[src/rtl/rf_write_arbiter.sv]
// Purpose: round-robin share of the register-file write port between pipeline writeback (p0) and multi-cycle unit (p1), plus busy scoreboard.
// Latency: handshake at edge E drives rf_* during E..E+1; busy updates are visible the cycle after the setting/clearing edge.
// Backpressure: at most one ready per cycle; the loser keeps valid high and wins next cycle; ready is 0 while rst is high.
module rf_write_arbiter #(
  parameter int DATA_W = 16,
  parameter int ADDR_W = 3
) (
  input  logic                   clk,
  input  logic                   rst,
  input  logic                   p0_valid,
  output logic                   p0_ready,
  input  logic [ADDR_W-1:0]      p0_rd,
  input  logic [DATA_W-1:0]      p0_data,
  input  logic                   p1_valid,
  output logic                   p1_ready,
  input  logic [ADDR_W-1:0]      p1_rd,
  input  logic [DATA_W-1:0]      p1_data,
  input  logic                   rsv_valid,
  input  logic [ADDR_W-1:0]      rsv_rd,
  output logic [(1<<ADDR_W)-1:0] busy,
  output logic                   rf_reg_write,
  output logic [ADDR_W-1:0]      rf_rd,
  output logic [DATA_W-1:0]      rf_write_data
);

  localparam int NREG = 1 << ADDR_W;

  typedef struct packed {
    logic [ADDR_W-1:0] rd;
    logic [DATA_W-1:0] data;
  } wr_t;

  logic            last_grant;   // port that won the most recent transfer
  logic            p0_xfer;
  logic            p1_xfer;
  logic            wr_en_q;
  wr_t             wr_q;
  logic [NREG-1:0] busy_q;
  logic [NREG-1:0] busy_nxt;

  // Grant: a lone requester wins; on a tie the port that did not win last time wins.
  always_comb begin
    p0_ready = 1'b0;
    p1_ready = 1'b0;
    if (!rst) begin
      if (p0_valid && p1_valid) begin
        p0_ready = last_grant;
        p1_ready = !last_grant;
      end else begin
        p0_ready = p0_valid;
        p1_ready = p1_valid;
      end
    end
  end

  assign p0_xfer = p0_valid && p0_ready;
  assign p1_xfer = p1_valid && p1_ready;

  // Round-robin pointer moves only when a transfer actually happens; reset favours port 0 on the first tie.
  always_ff @(posedge clk) begin
    if (rst) begin
      last_grant <= 1'b1;
    end else if (p0_xfer) begin
      last_grant <= 1'b0;
    end else if (p1_xfer) begin
      last_grant <= 1'b1;
    end
  end

  // Register the winning write; register 0 is read-only so its write enable is suppressed, address/data still load.
  always_ff @(posedge clk) begin
    if (rst) begin
      wr_en_q <= 1'b0;
      wr_q    <= '0;
    end else if (p0_xfer) begin
      wr_en_q <= (p0_rd != '0);
      wr_q    <= '{rd: p0_rd, data: p0_data};
    end else if (p1_xfer) begin
      wr_en_q <= (p1_rd != '0);
      wr_q    <= '{rd: p1_rd, data: p1_data};
    end else begin
      wr_en_q <= 1'b0;
    end
  end

  // Scoreboard next state: p1 write clears, reservation sets afterwards so set wins on the same register; bit 0 never busy.
  always_comb begin
    busy_nxt = busy_q;
    if (p1_xfer) begin
      busy_nxt[p1_rd] = 1'b0;
    end
    if (rsv_valid && (rsv_rd != '0)) begin
      busy_nxt[rsv_rd] = 1'b1;
    end
    busy_nxt[0] = 1'b0;
  end

  // Scoreboard state; reservations arriving during reset are dropped.
  always_ff @(posedge clk) begin
    if (rst) begin
      busy_q <= '0;
    end else begin
      busy_q <= busy_nxt;
    end
  end

  assign busy          = busy_q;
  assign rf_reg_write  = wr_en_q;
  assign rf_rd         = wr_q.rd;
  assign rf_write_data = wr_q.data;

endmodule

[config.mk]
export PLATFORM = sky130hd
export DESIGN_NAME = rf_write_arbiter
export DESIGN_NICKNAME = d
export VERILOG_FILES = /design/src/rtl/rf_write_arbiter.sv
export SDC_FILE = /design/constraint.sdc
export NUM_CORES = 1
export LEC_CHECK = 0
export ABC_CLOCK_PERIOD_IN_PS = 2600
export BUFFER_PORTS_ARGS = -buffer_cell sky130_fd_sc_hd__clkbuf_2
export CELL_PAD_IN_SITES_DETAIL_PLACEMENT = 1
export CELL_PAD_IN_SITES_GLOBAL_PLACEMENT = 2
export CORE_MARGIN = 1.5
export CORE_UTILIZATION = 26
export DETAILED_ROUTE_END_ITERATION = 8
export PLACE_DENSITY = 0.84
export SYNTH_ARGS = -nofsm -noshare
export SYNTH_HDL_FRONTEND = slang
export SYNTH_SLANG_ARGS = --single-unit
[constraint.sdc]
create_clock -name clk -period 2.6 [get_ports clk]
set_input_delay 0.65 -clock clk [delete_from_list [all_inputs] [get_ports clk]]
set_output_delay 0.65 -clock clk [all_outputs]
set_load 0.05 [all_outputs]
# Word-level counts from Yosys, hierarchy flattened
# Cells that the tools add are included.
[classes] n_lt_le_gt_ge=4 add_sub_neg=0 n_bitwise=3 reduce_logical=11 eq_ne=0 shifts=0 div=0 mux=16 n_mul=0
[op_table] cell="$mux 19" count=2
[op_table] cell="$mux 8" count=2
[op_table] cell="$mux 1" count=10
[op_table] cell="$reduce_bool 3->1" count=3
[op_table] cell="$and 8x8->8" count=1
[op_table] cell="$lt 3x4->1 const B" count=2
[op_table] cell="$not 8->8" count=1
[op_table] cell="$or 8x8->8" count=1
[op_table] cell="$demux 1 s3" count=2
[op_table] cell="$ge 3x1->1 const B" count=2
[op_table] cell="$logic_and 1x1->1" count=6
[op_table] cell="$reduce_bool 2->1" count=1
[op_table] cell="$logic_not 1->1" count=1
[word_totals] register_bits=29 latchBits=0 inputBits=46 rom_bits=0 out_inout_bits=30 ramBits=0 mem_count=0 word_cells=40

# Logic depth before layout (Yosys ltp)
[logic_depth] word_depth=9 mapped_depth=6 mapped_depth_nobuf=3

# Worst setup path after synthesis
# No wires, ideal clock.
[synth_timing] kind="in2out" from="input port p0_valid" to="output port p1_ready" t_arrival_ns=1.669 cell_stages=3 n_path_buf=1 setup_slack_ns=0.281 t_required_ns=1.950 path_cell_list="and2_1 -> clkbuf_1 -> nor2_1"
[synth_via] elab_chain_cells=3
[synth_rtl] item="start, declared" line_no="10" text="input logic p0_valid,"
[synth_rtl] item="$logic_and 1x1->1" line_no="46" text="if (p0_valid && p1_valid) begin"
[synth_rtl] item="$mux 1" line_no="46"
[synth_rtl] item="$mux 1" line_no="45" text="if (!rst) begin"
[synth_rtl] item="end, declared" line_no="15" text="output logic p1_ready,"
# Every way passes these cells.

# Worst setup path in the final report
[layout_timing] from="input port rst" to="output port p0_ready"
[layout_via] elab_chain_cells=1
[layout_rtl] item="start, declared" line_no="9" text="input logic rst,"
[layout_rtl] item="$mux 1" line_no="45"
[layout_rtl] item="end, declared" line_no="11" text="output logic p0_ready,"
# Every way passes these cells.

==> flow_summary.json <==
{
  "synth_area_mm2": 0.00143,
  "power.share.sequential_pct": 42.3,
  "grt_pass1_wl_um": 6820,
  "drt-pass1-iter-count": 3,
  "intPower_uw": 759,
  "combPwrFrac_pct": 26.7,
  "clk_latency_ns": 0.28,
  "p_leak_uw": 0.000822,
  "drive_above_1_share_pct": 37.0,
  "clkPwrFrac_pct": 31.0,
  "cap_violations": 0,
  "grt_pass1_vias": 1488,
  "synth_cell_type_count": 28,
  "drv_slew": 0,
  "power_density_mw_per_mm2": 582,
  "hpwl_um": 3140,
  "die_w_um": 77.3,
  "detail_route.vias_per_cell": 4.89,
  "nFillCells": 674,
  "drcViolationCount": 0,
  "cts-resized-gates": 0,
  "dieArea_mm2": 0.00597,
  "start_util_pct": 27.5,
  "ant_nets": 0,
  "core-area_mm2": 0.00520,
  "ctsHoldBuffers": 0,
  "slew_headroom_pct": 55.8,
  "globalplace.congestion": 0.738,
  "clkTransAtPathRegs_ns": 0.10,
  "max_freq_mhz": 458,
  "synth_cells": 168,
  "finalCritPeriodShare_pct": 83.9,
  "grt_use_total_pct": 14.0,
  "slowest_stage": "or2_1",
  "grt_start_max_net_pins": 37,
  "rows": 26,
  "hp-class": "flop to flop",
  "post_cts_buffers": 0,
  "synth_fp_nets": 214,
  "hold_slack_ns": 0.483,
  "crit_chain": "clkbuf_2 -> nand2b_1 -> or2_1 -> inv_1 -> buf_12",
  "fin_crit_ns": 2.18,
  "cts_buffer_depth": 2,
  "antenna_found_initial": 0,
  "vias": 1490,
  "numCtsBuffers": 3,
  "mostFrequentLayoutCell": "clkbuf_2",
  "numPortBuffers": 74,
  "setup_viol": 0,
  "run_status": "complete, no violations",
  "final_cell_mix": "clkbuf_2, dfxtp_1, nor2_1, a311oi_1, or3b_1",
  "wire_per_inst_um": 13.6,
  "skew_ns": 0.00818,
  "htreeDepth": 1,
  "syn_to_final_growth_pct": 34.3,
  "required_ns": 1.95,
  "rsz0062_at_grt": "no",
  "crit_path_max_incr_delay_ns": 0.28,
  "io_pins": 76,
  "switching_share_pct": 32.3,
  "fin_nets": 282,
  "peakVddDrop_v": 0.000215,
  "regArea_um2": 561,
  "max_slew.worst_pin.slew_ns": 0.663,
  "cts-root-buf": "clkbuf_8",
  "fin_setup_tns_ns": 0,
  "critPathTopFamily": "simple AND/OR/NAND/NOR gates",
  "crit_arrival_ns": 1.53,
  "stdcell_area_mm2": 0.00193,
  "power.switching_uw": 362,
  "multi_input_area_um2": 768,
  "power_uw": 1120,
  "cts_tree": "built",
  "path_max_fanout": 10,
  "drt_iter0_drc": 47,
  "yosysWarnings": 0,
  "finalHoldViolCount": 0,
  "crit_buf_inv": 3,
  "overflow": 0,
  "cp-start-kind": "input port",
  "criticalPathCategory": "input port to output port",
  "synth.avg_cell_area_um2": 8.53,
  "cts_sinks": 28,
  "die_h_um": 77.3,
  "synth_seq_cells": 28,
  "antenna_cells": 0,
  "placed_area_mm2": 0.00185,
  "totalWireLength_um": 4150,
  "crit_path_end_kind": "output port",
  "seq_area_frac_synth_pct": 39.1
}
power groups by stage:
stage	Sequential, uW	Clock, uW	Combinational (uW)
2_1_floorplan	581	0	112
3_3_place_gp	483	0	300
3_5_place_dp	485	0	302
4_1_cts	475	359	302
5_1_grt	478	378	322
6_report	474	348	299
final timing paths:
check	startpoint	end	slack [ns]	cells past startpoint
worst max register to register	last_grant	rf_write_data[1]	1.13	4
worst min register to register	busy[5]	busy[5]	0.48	2
worst min-delay path	busy[5]	busy[5]	0.48	2
worst max-delay path	rst	p0_ready	0.42	5
metrics by stage:
stage / util (%) / std cells / setup WS, ns
after floorplan: - / 168 / 0.281
after global placement: 35.6 / 301 / 0.436
after detailed placement: 35.6 / 301 / 0.404
after CTS: 37.0 / 305 / 0.403
after global routing: 37.0 / 305 / 0.366
final: 37.0 / 305 / 0.418
per-layer routing:
| layer | up-vias | wire length (um) | GRT usage [%] |
|---|---|---|---|
| li1 | 763 | - | - |
| met5 | - | 0 | 0 |
| met1 | 676 | 1950 | 17.6 |
| met4 | 0 | 21 | 3.27 |
| met2 | 49 | 1920 | 23.9 |
| met3 | 2 | 269 | 3.21 |
cell families after synthesis:
kind of cell	synth area share (%)
other cells	0.262
compound gates	27.1
simple gates	26.3
buf+inv	7.33
flops	39.1
flip-flops by register name, indices dropped and copies added, names as in the netlist:
register,count
rf_rd,3
busy,7
last_grant,1
rf_write_data,16
rf_reg_write,1
cell usage after synthesis:
cell type | n | area share (%)
a21oi_1 | 8 | 2.8
a311oi_1 | 19 | 12
and2_1 | 1 | 0.44
buf_2 | 3 | 1.0
buf_4 | 2 | 1.0
buf_6 | 3 | 2.4
clkbuf_1 | 9 | 2.4
conb_1 | 1 | 0.26
dfxtp_1 | 28 | 39
inv_1 | 2 | 0.52
nand2_1 | 4 | 1.0
nand2b_1 | 4 | 1.7
nand3_1 | 7 | 2.4
nand4_1 | 1 | 0.44
nor2_1 | 19 | 5.0
nor2b_1 | 4 | 1.7
nor2b_4 | 1 | 0.96
nor3_1 | 4 | 1.4
o211ai_1 | 1 | 0.52
o21ai_0 | 4 | 1.4
o21ai_1 | 15 | 5.2
o21ba_2 | 1 | 0.70
o21bai_1 | 1 | 0.52
o41ai_1 | 7 | 4.3
or2_1 | 1 | 0.44
or2_2 | 1 | 0.44
or3_1 | 1 | 0.44
or3b_1 | 16 | 9.8
layout make-up:
cell class,count,area share (%)
sequential,28,29.1
clock inverter,1,1.56
clock buffer,3,2.14
tap,70,4.55
multi-input combinational,121,39.9
inverter,2,0.390
timing repair buffer,80,22.4
worst min-delay path, stage by stage, from the launching register on:
cell,delay [ns]
dfxtp_1,0.33
o41ai_1,0.06
a21oi_1,0.06
Note: power is estimated with default switching activity, not from simulation.
